[src/rtl/mem_wb_stage.sv]
// -----------------------------------------------------------------------------
// mem_wb_stage
// MEM/WB pipeline register and writeback unit of the RV32I core.
// Captures the memory-stage result, aligns and extends load data, selects the
// writeback value and drives the register file write port. The stage valid bit
// and a retired-instruction counter are exported for the hazard unit and CSRs.
// -----------------------------------------------------------------------------
module mem_wb_stage #(
  parameter int DATA_WIDTH = 32,
  parameter int ADDR_WIDTH = 5
) (
  input  logic                  clk,
  input  logic                  reset,
  input  logic                  stall,
  input  logic                  flush,
  input  logic                  in_valid,
  input  logic                  in_reg_write,
  input  logic [ADDR_WIDTH-1:0] in_rd,
  input  logic [1:0]            in_result_src,
  input  logic [2:0]            in_funct3,
  input  logic [DATA_WIDTH-1:0] in_alu_result,
  input  logic [DATA_WIDTH-1:0] in_read_data,
  input  logic [DATA_WIDTH-1:0] in_pc_plus4,
  output logic                  wb_write_enable,
  output logic [ADDR_WIDTH-1:0] wb_write_addr,
  output logic [DATA_WIDTH-1:0] wb_write_data,
  output logic                  wb_valid,
  output logic [31:0]           instret
);

  // Writeback source select as encoded by the decoder.
  typedef enum logic [1:0] {
    SRC_ALU  = 2'b00,
    SRC_LOAD = 2'b01,
    SRC_PC4  = 2'b10,
    SRC_NONE = 2'b11
  } result_src_e;

  // Load size/sign encodings (funct3 of the LOAD opcode).
  localparam logic [2:0] F3_LB  = 3'b000;
  localparam logic [2:0] F3_LH  = 3'b001;
  localparam logic [2:0] F3_LBU = 3'b100;
  localparam logic [2:0] F3_LHU = 3'b101;

  // Everything the stage holds for one instruction.
  typedef struct packed {
    logic                  valid;
    logic                  reg_write;
    logic [ADDR_WIDTH-1:0] rd;
    result_src_e           result_src;
    logic [2:0]            funct3;
    logic [DATA_WIDTH-1:0] alu_result;
    logic [DATA_WIDTH-1:0] read_data;
    logic [DATA_WIDTH-1:0] pc_plus4;
  } stage_t;

  stage_t                stage_q;
  stage_t                stage_d;
  logic [31:0]           instret_q;
  logic [7:0]            load_byte;
  logic [15:0]           load_half;
  logic [DATA_WIDTH-1:0] load_data;
  logic                  retire;

  // An instruction leaves the stage on any edge where it is valid and not held;
  // a flush on the same edge still lets the departing instruction count.
  assign retire = stage_q.valid & ~stall;

  // Pack the MEM-stage inputs into the stage record.
  always_comb begin
    stage_d            = stage_q;
    stage_d.valid      = in_valid;
    stage_d.reg_write  = in_reg_write;
    stage_d.rd         = in_rd;
    stage_d.result_src = result_src_e'(in_result_src);
    stage_d.funct3     = in_funct3;
    stage_d.alu_result = in_alu_result;
    stage_d.read_data  = in_read_data;
    stage_d.pc_plus4   = in_pc_plus4;
  end

  // Pipeline register: flush inserts a bubble, stall holds, otherwise capture.
  // NOTE: sequential state is written with <= so every flop samples the values
  // from before the edge, independent of block ordering.
  always_ff @(posedge clk or posedge reset) begin
    if (reset) begin
      stage_q <= '0;
    end else if (flush) begin
      stage_q.valid <= 1'b0;
    end else if (!stall) begin
      stage_q <= stage_d;
    end
  end

  // Retired-instruction counter; wraps silently at 2^32.
  always_ff @(posedge clk or posedge reset) begin
    if (reset) begin
      instret_q <= '0;
    end else if (retire) begin
      instret_q <= instret_q + 32'd1;
    end
  end

  // Pick the addressed byte and halfword out of the raw memory word.
  always_comb begin
    // NOTE: every combinational output gets a default first so no path through
    // the case statements can leave it unassigned and infer a latch.
    load_byte = stage_q.read_data[7:0];
    load_half = stage_q.read_data[15:0];
    case (stage_q.alu_result[1:0])
      2'd0:    load_byte = stage_q.read_data[7:0];
      2'd1:    load_byte = stage_q.read_data[15:8];
      2'd2:    load_byte = stage_q.read_data[23:16];
      default: load_byte = stage_q.read_data[31:24];
    endcase
    // Halfword selection uses address bit 1 only; bit 0 is ignored.
    if (stage_q.alu_result[1]) begin
      load_half = stage_q.read_data[31:16];
    end
  end

  // Sign- or zero-extend the selected load lane; words pass through untouched.
  always_comb begin
    load_data = stage_q.read_data;
    case (stage_q.funct3)
      F3_LB:   load_data = {{(DATA_WIDTH-8){load_byte[7]}}, load_byte};
      F3_LBU:  load_data = {{(DATA_WIDTH-8){1'b0}}, load_byte};
      F3_LH:   load_data = {{(DATA_WIDTH-16){load_half[15]}}, load_half};
      F3_LHU:  load_data = {{(DATA_WIDTH-16){1'b0}}, load_half};
      default: load_data = stage_q.read_data;
    endcase
  end

  // Writeback value mux; the reserved encoding writes zero.
  always_comb begin
    wb_write_data = '0;
    case (stage_q.result_src)
      SRC_ALU:  wb_write_data = stage_q.alu_result;
      SRC_LOAD: wb_write_data = load_data;
      SRC_PC4:  wb_write_data = stage_q.pc_plus4;
      SRC_NONE: wb_write_data = '0;
      default:  wb_write_data = '0;
    endcase
  end

  // Register file port is driven straight from the stage registers, so a
  // stalled instruction keeps re-writing the same value, which is harmless.
  // x0 is hard-wired to zero and is never written.
  assign wb_write_enable = stage_q.valid & stage_q.reg_write & (stage_q.rd != '0);
  assign wb_write_addr   = stage_q.rd;
  assign wb_valid        = stage_q.valid;
  assign instret         = instret_q;

endmodule

[config.mk]
export PLATFORM = sky130hd
export DESIGN_NAME = mem_wb_stage
export DESIGN_NICKNAME = d
export VERILOG_FILES = /design/src/rtl/mem_wb_stage.sv
export SDC_FILE = /design/constraint.sdc
export NUM_CORES = 1
export LEC_CHECK = 0
export BUFFER_PORTS_ARGS = -buffer_cell sky130_fd_sc_hd__buf_4
export CAP_MARGIN = 20
export CORE_ASPECT_RATIO = 0.7
export CORE_MARGIN = 3
export CORE_UTILIZATION = 57
export CTS_BUF_LIST = sky130_fd_sc_hd__clkbuf_16
export DETAILED_ROUTE_END_ITERATION = 16
export PLACE_DENSITY_LB_ADDON = 0.25
export SETUP_SLACK_MARGIN = 0.4
export SYNTH_ARGS = -nofsm -noshare
export SYNTH_HDL_FRONTEND = slang
export SYNTH_SLANG_ARGS = --single-unit
[constraint.sdc]
create_clock -name clk -period 12.2 [get_ports clk]
set_input_delay 0.61 -clock clk [delete_from_list [all_inputs] [get_ports clk]]
set_output_delay 0.61 -clock clk [all_outputs]
set_load 0.02 [all_outputs]
Word level (Yosys, flattened, before mapping). Cells that the tools add are included.

Bits in registers: 140. Bits in latches: 0. Memory bits (writable): 0. ROM bits: 0. Input bits: 112. Output and inout bits: 71. Memories kept: 0.

Add/sub/neg operators: 1. Multipliers: 0. Div/mod/pow operators: 0. Magnitude comparators: 0. Eq/ne operators: 9. Shifts and indexed selects: 0. Mux-type cells: 6. Bitwise logic cells: 5. Reductions and logical operators: 5.

Operators by type and width (count): $pmux W32 S4 (2); $mux W108 (1); $add A32 B1 Y32 const B (1); $pmux W8 S3 (1); $mux W16 (1); $eq A2 B2 Y1 const B (3); $eq A3 B3 Y1 const B (2); $reduce_bool A5 Y1 (1); $eq A2 B1 Y1 const B (2); $logic_not A2 Y1 (2); $and A1 B1 Y1 (3); $eq A3 B1 Y1 const B (1); $logic_not A3 Y1 (1); $ne A2 B1 Y1 const B (1); $not A1 Y1 (2); $reduce_and A2 Y1 (1); $mux W1 (1).

Longest topological paths before layout.
Depth after elaboration: 4. Depth in mapped cells: 6. Gate-level depth less buffers: 5.

Worst setup path after synthesis. Ideal clock, no wire load.

Kind: register to output. From: register stage_q[96] (netlist name). To: output port wb_write_data[2]. Arrival time: 1.705 ns. Required time: 11.590 ns. Path slack: 9.885 ns. Cell stages (with the launch flop): 6. Path buffers: 1. Cell sequence: dfrtp_1 > nand2b_1 > clkbuf_1 > a21oi_1 > o21ai_0 > a221oi_1.

Word-level cells in the longest chain between the ends: 3. Elaborated cells on any way between the ends: 6.

Ends and longest elaborated chain: from (decl) (RTL line 57) `stage_t stage_q;`; from (signal assigned) (RTL line 91) `stage_q <= stage_d;`; $eq A3 B3 Y1, or another cell as far along (RTL line 125) `case (stage_q.funct3)`; $pmux W32 S4 (*) (RTL line 125); $pmux W32 S4 (*) (RTL line 137) `case (stage_q.result_src)`; to (decl) (RTL line 26) `output logic [DATA_WIDTH-1:0] wb_write_data,`.

Mark *: on every way between the ends. The rest lies on a longest branch, timed or not.

Worst setup path after layout. Same ends and word-level chain as after synthesis.

==> metrics <==
outcome=completed; Post-CTS Setup Inserts=0; Clock Latency Late Sink=0.42 ns; Syn. warnings=0; crit path DAT=2.81 ns; most frequent cell after synthesis=dfrtp_1; dominant cells by area after synthesis=dfrtp_1, mux2_2, mux2i_1; row count=32; post-CTS sizing=0; Critical Path Max Stage Delay=0.66 ns; Seq/Total Area, Yosys=51.7%; Core Area=11300 µm²; post-synth net total=678; top cell type's share of synthesized area=51.7%; Pre-antenna DRT Iters=6; Synth Flop Type=dfrtp_1; layout cell share with drive strength beyond 1=44.3%; maximum vdd drop=0.132 mV; H-tree Lvls=4; HPWL Detailed=12.5 mm; first-pass GRT wire length=28.8 mm; CP Buf/Inv Count=1; Port Buffers=182; Die X=136 µm; Vias/cell=5.87; endpoints failing setup=0; Max Fclk=0.292 GHz; Die Footprint=13200 µm²; Leak Pwr=4.03 nW; setup ws final=8.78 ns; routed vias=5253; largest fanout on the critical path=17; Clock Sinks=140; Final Util=78.3%; Slew @ Worst Pin=1.12 ns; Root Driver=clkbuf_16; crit start category=flop; WS Path Type=flop to output pin; Num CTS Buffers=17; Area Growth Syn to Fin=30.5%; GR Overflow Total=0; number of enable flip-flop cells after synthesis=0; initial drt markers=443; top cells by count, synth=dfrtp_1, mux2_2, o21ai_0; Clock Skew=0.00489 ns; Final Cycle Share=28.0%; Synth area leader=dfrtp_1; Setup crit end kind=output pin; hold_buf cts=0; maxcap violations=0; Total Power=1.50 mW; Post-Route WL=18.0 mm; DR WL/cell=20.1 µm; Hold Path Class=input port to async pin; Post-Syn Area=6770 µm²; RSZ-0062 raised after global routing=false; initial antenna violation count=0; CTS tree=yes; Seq cells post-synth=140; # IOs=183; highest-delay cell along the critical path=a21oi_1; RePlAce Congestion=0.917; Worst-path clk slew=0.06 ns; Max Transition Viols Final=0; n_diodes=0; pre-CTS setup slack=8.84 ns; DRT antenna net count=0; post-synth cell types=45; power density cells=170 nW/µm²; # DRC=0; kind of cell adding the most delay to the critical path=compound AO/OA/AOI/OAI gates; setup tns final=0 ns; pin count of the biggest net entering global routing=90; Post-synth ARST share=100%; Layout Nets=842; crit path time final=3.42 ns; Initial Util=60.0%; number of hold violations in the final report=0; number of global-route vias before repair=5408; cell breakdown of the critical path=nand2b_1, a21oi_1, o21ai_0, a221oi_1, buf_4; gr usage total=28.0%; Max-slew headroom=25.6%; Cells after Synth=565; worst path required time=11.59 ns; synthesized area per cell=12.0 µm²; Max clock buf depth=2; DIE HEIGHT=97.2 µm
[routing by layer]
metal	wire (µm)	share of wire [%]	global-route usage (%)
met4	274	1.5	8.13
met1	7740	43	38.8
met5	0	0	0
met2	8270	46	42.2
met3	1710	9.5	9.32
[flip-flops by register name, indices dropped and copies added (netlist names)]
name	flops
wb_valid	1
stage_q	102
instret	32
wb_write_addr	5
[per-stage QoR]
| step | hold WS, ns | instances | cell area, µm² |
|---|---|---|---|
| floorplan | 0.473 | 565 | 6770 |
| global placement | 0.463 | 862 | 8170 |
| detailed placement | 0.467 | 862 | 8170 |
| CTS | 0.326 | 894 | 8820 |
| global route | 0.354 | 895 | 8840 |
| finish | 0.302 | 895 | 8840 |
[kinds of logic (layout without fill, tap and decap cells)]
kind of cell	Yosys count	in the layout	share of synthesized area (%)
flip-flops	140	140	51.7
buffers and inverters	51	228	3.49
adder cells (fa/ha/maj)	1	1	0.185
multiplexers	139	139	22.5
AO/OA/AOI/OAI	101	101	9.24
XOR/XNOR	31	31	4.01
AND/OR/NAND/NOR	102	102	8.87
[power by group]
group / switching [mW] / internal [mW]
Sequential: 0.0600 / 0.523
Combinational: 0.172 / 0.167
Clock: 0.197 / 0.380
Total: 0.429 / 1.07
[final timing paths]
path,from,end,slack (ns),cells past startpoint
worst max-delay path,stage_q[96],wb_write_data[2],8.78,5
worst min-delay path,reset,instret[21],0.30,2
worst max register to register,instret[0],instret[28],10.15,5
worst min register to register,instret[31],instret[31],0.48,1
max in group asynchronous,reset,stage_q[100],10.56,3
min in group clk,flush,wb_valid,0.37,2
[layout by cell type, fill, tap and decap left out, types with 10 or more instances in the layout]
cell type,instances
a21oi_1,11
buf_4,185
clkbuf_16,17
dfrtp_1,139
inv_1,10
mux2_2,104
mux2i_1,35
nand2_1,19
nand3_1,10
nand4_1,12
nor2_1,15
o21ai_0,42
o22ai_1,24
xnor2_1,28
[final cells by class]
class                   count  area, µm²
inverters                  10       42.5
clock buffers              17        425
fillers                   744       2450
flip-flops and latches    140       3500
well taps                 153        191
clock inverters            15        226
repair buffers            186       1400
multi-input cells         374       3040
Note: power is estimated with default switching activity, not from simulation.
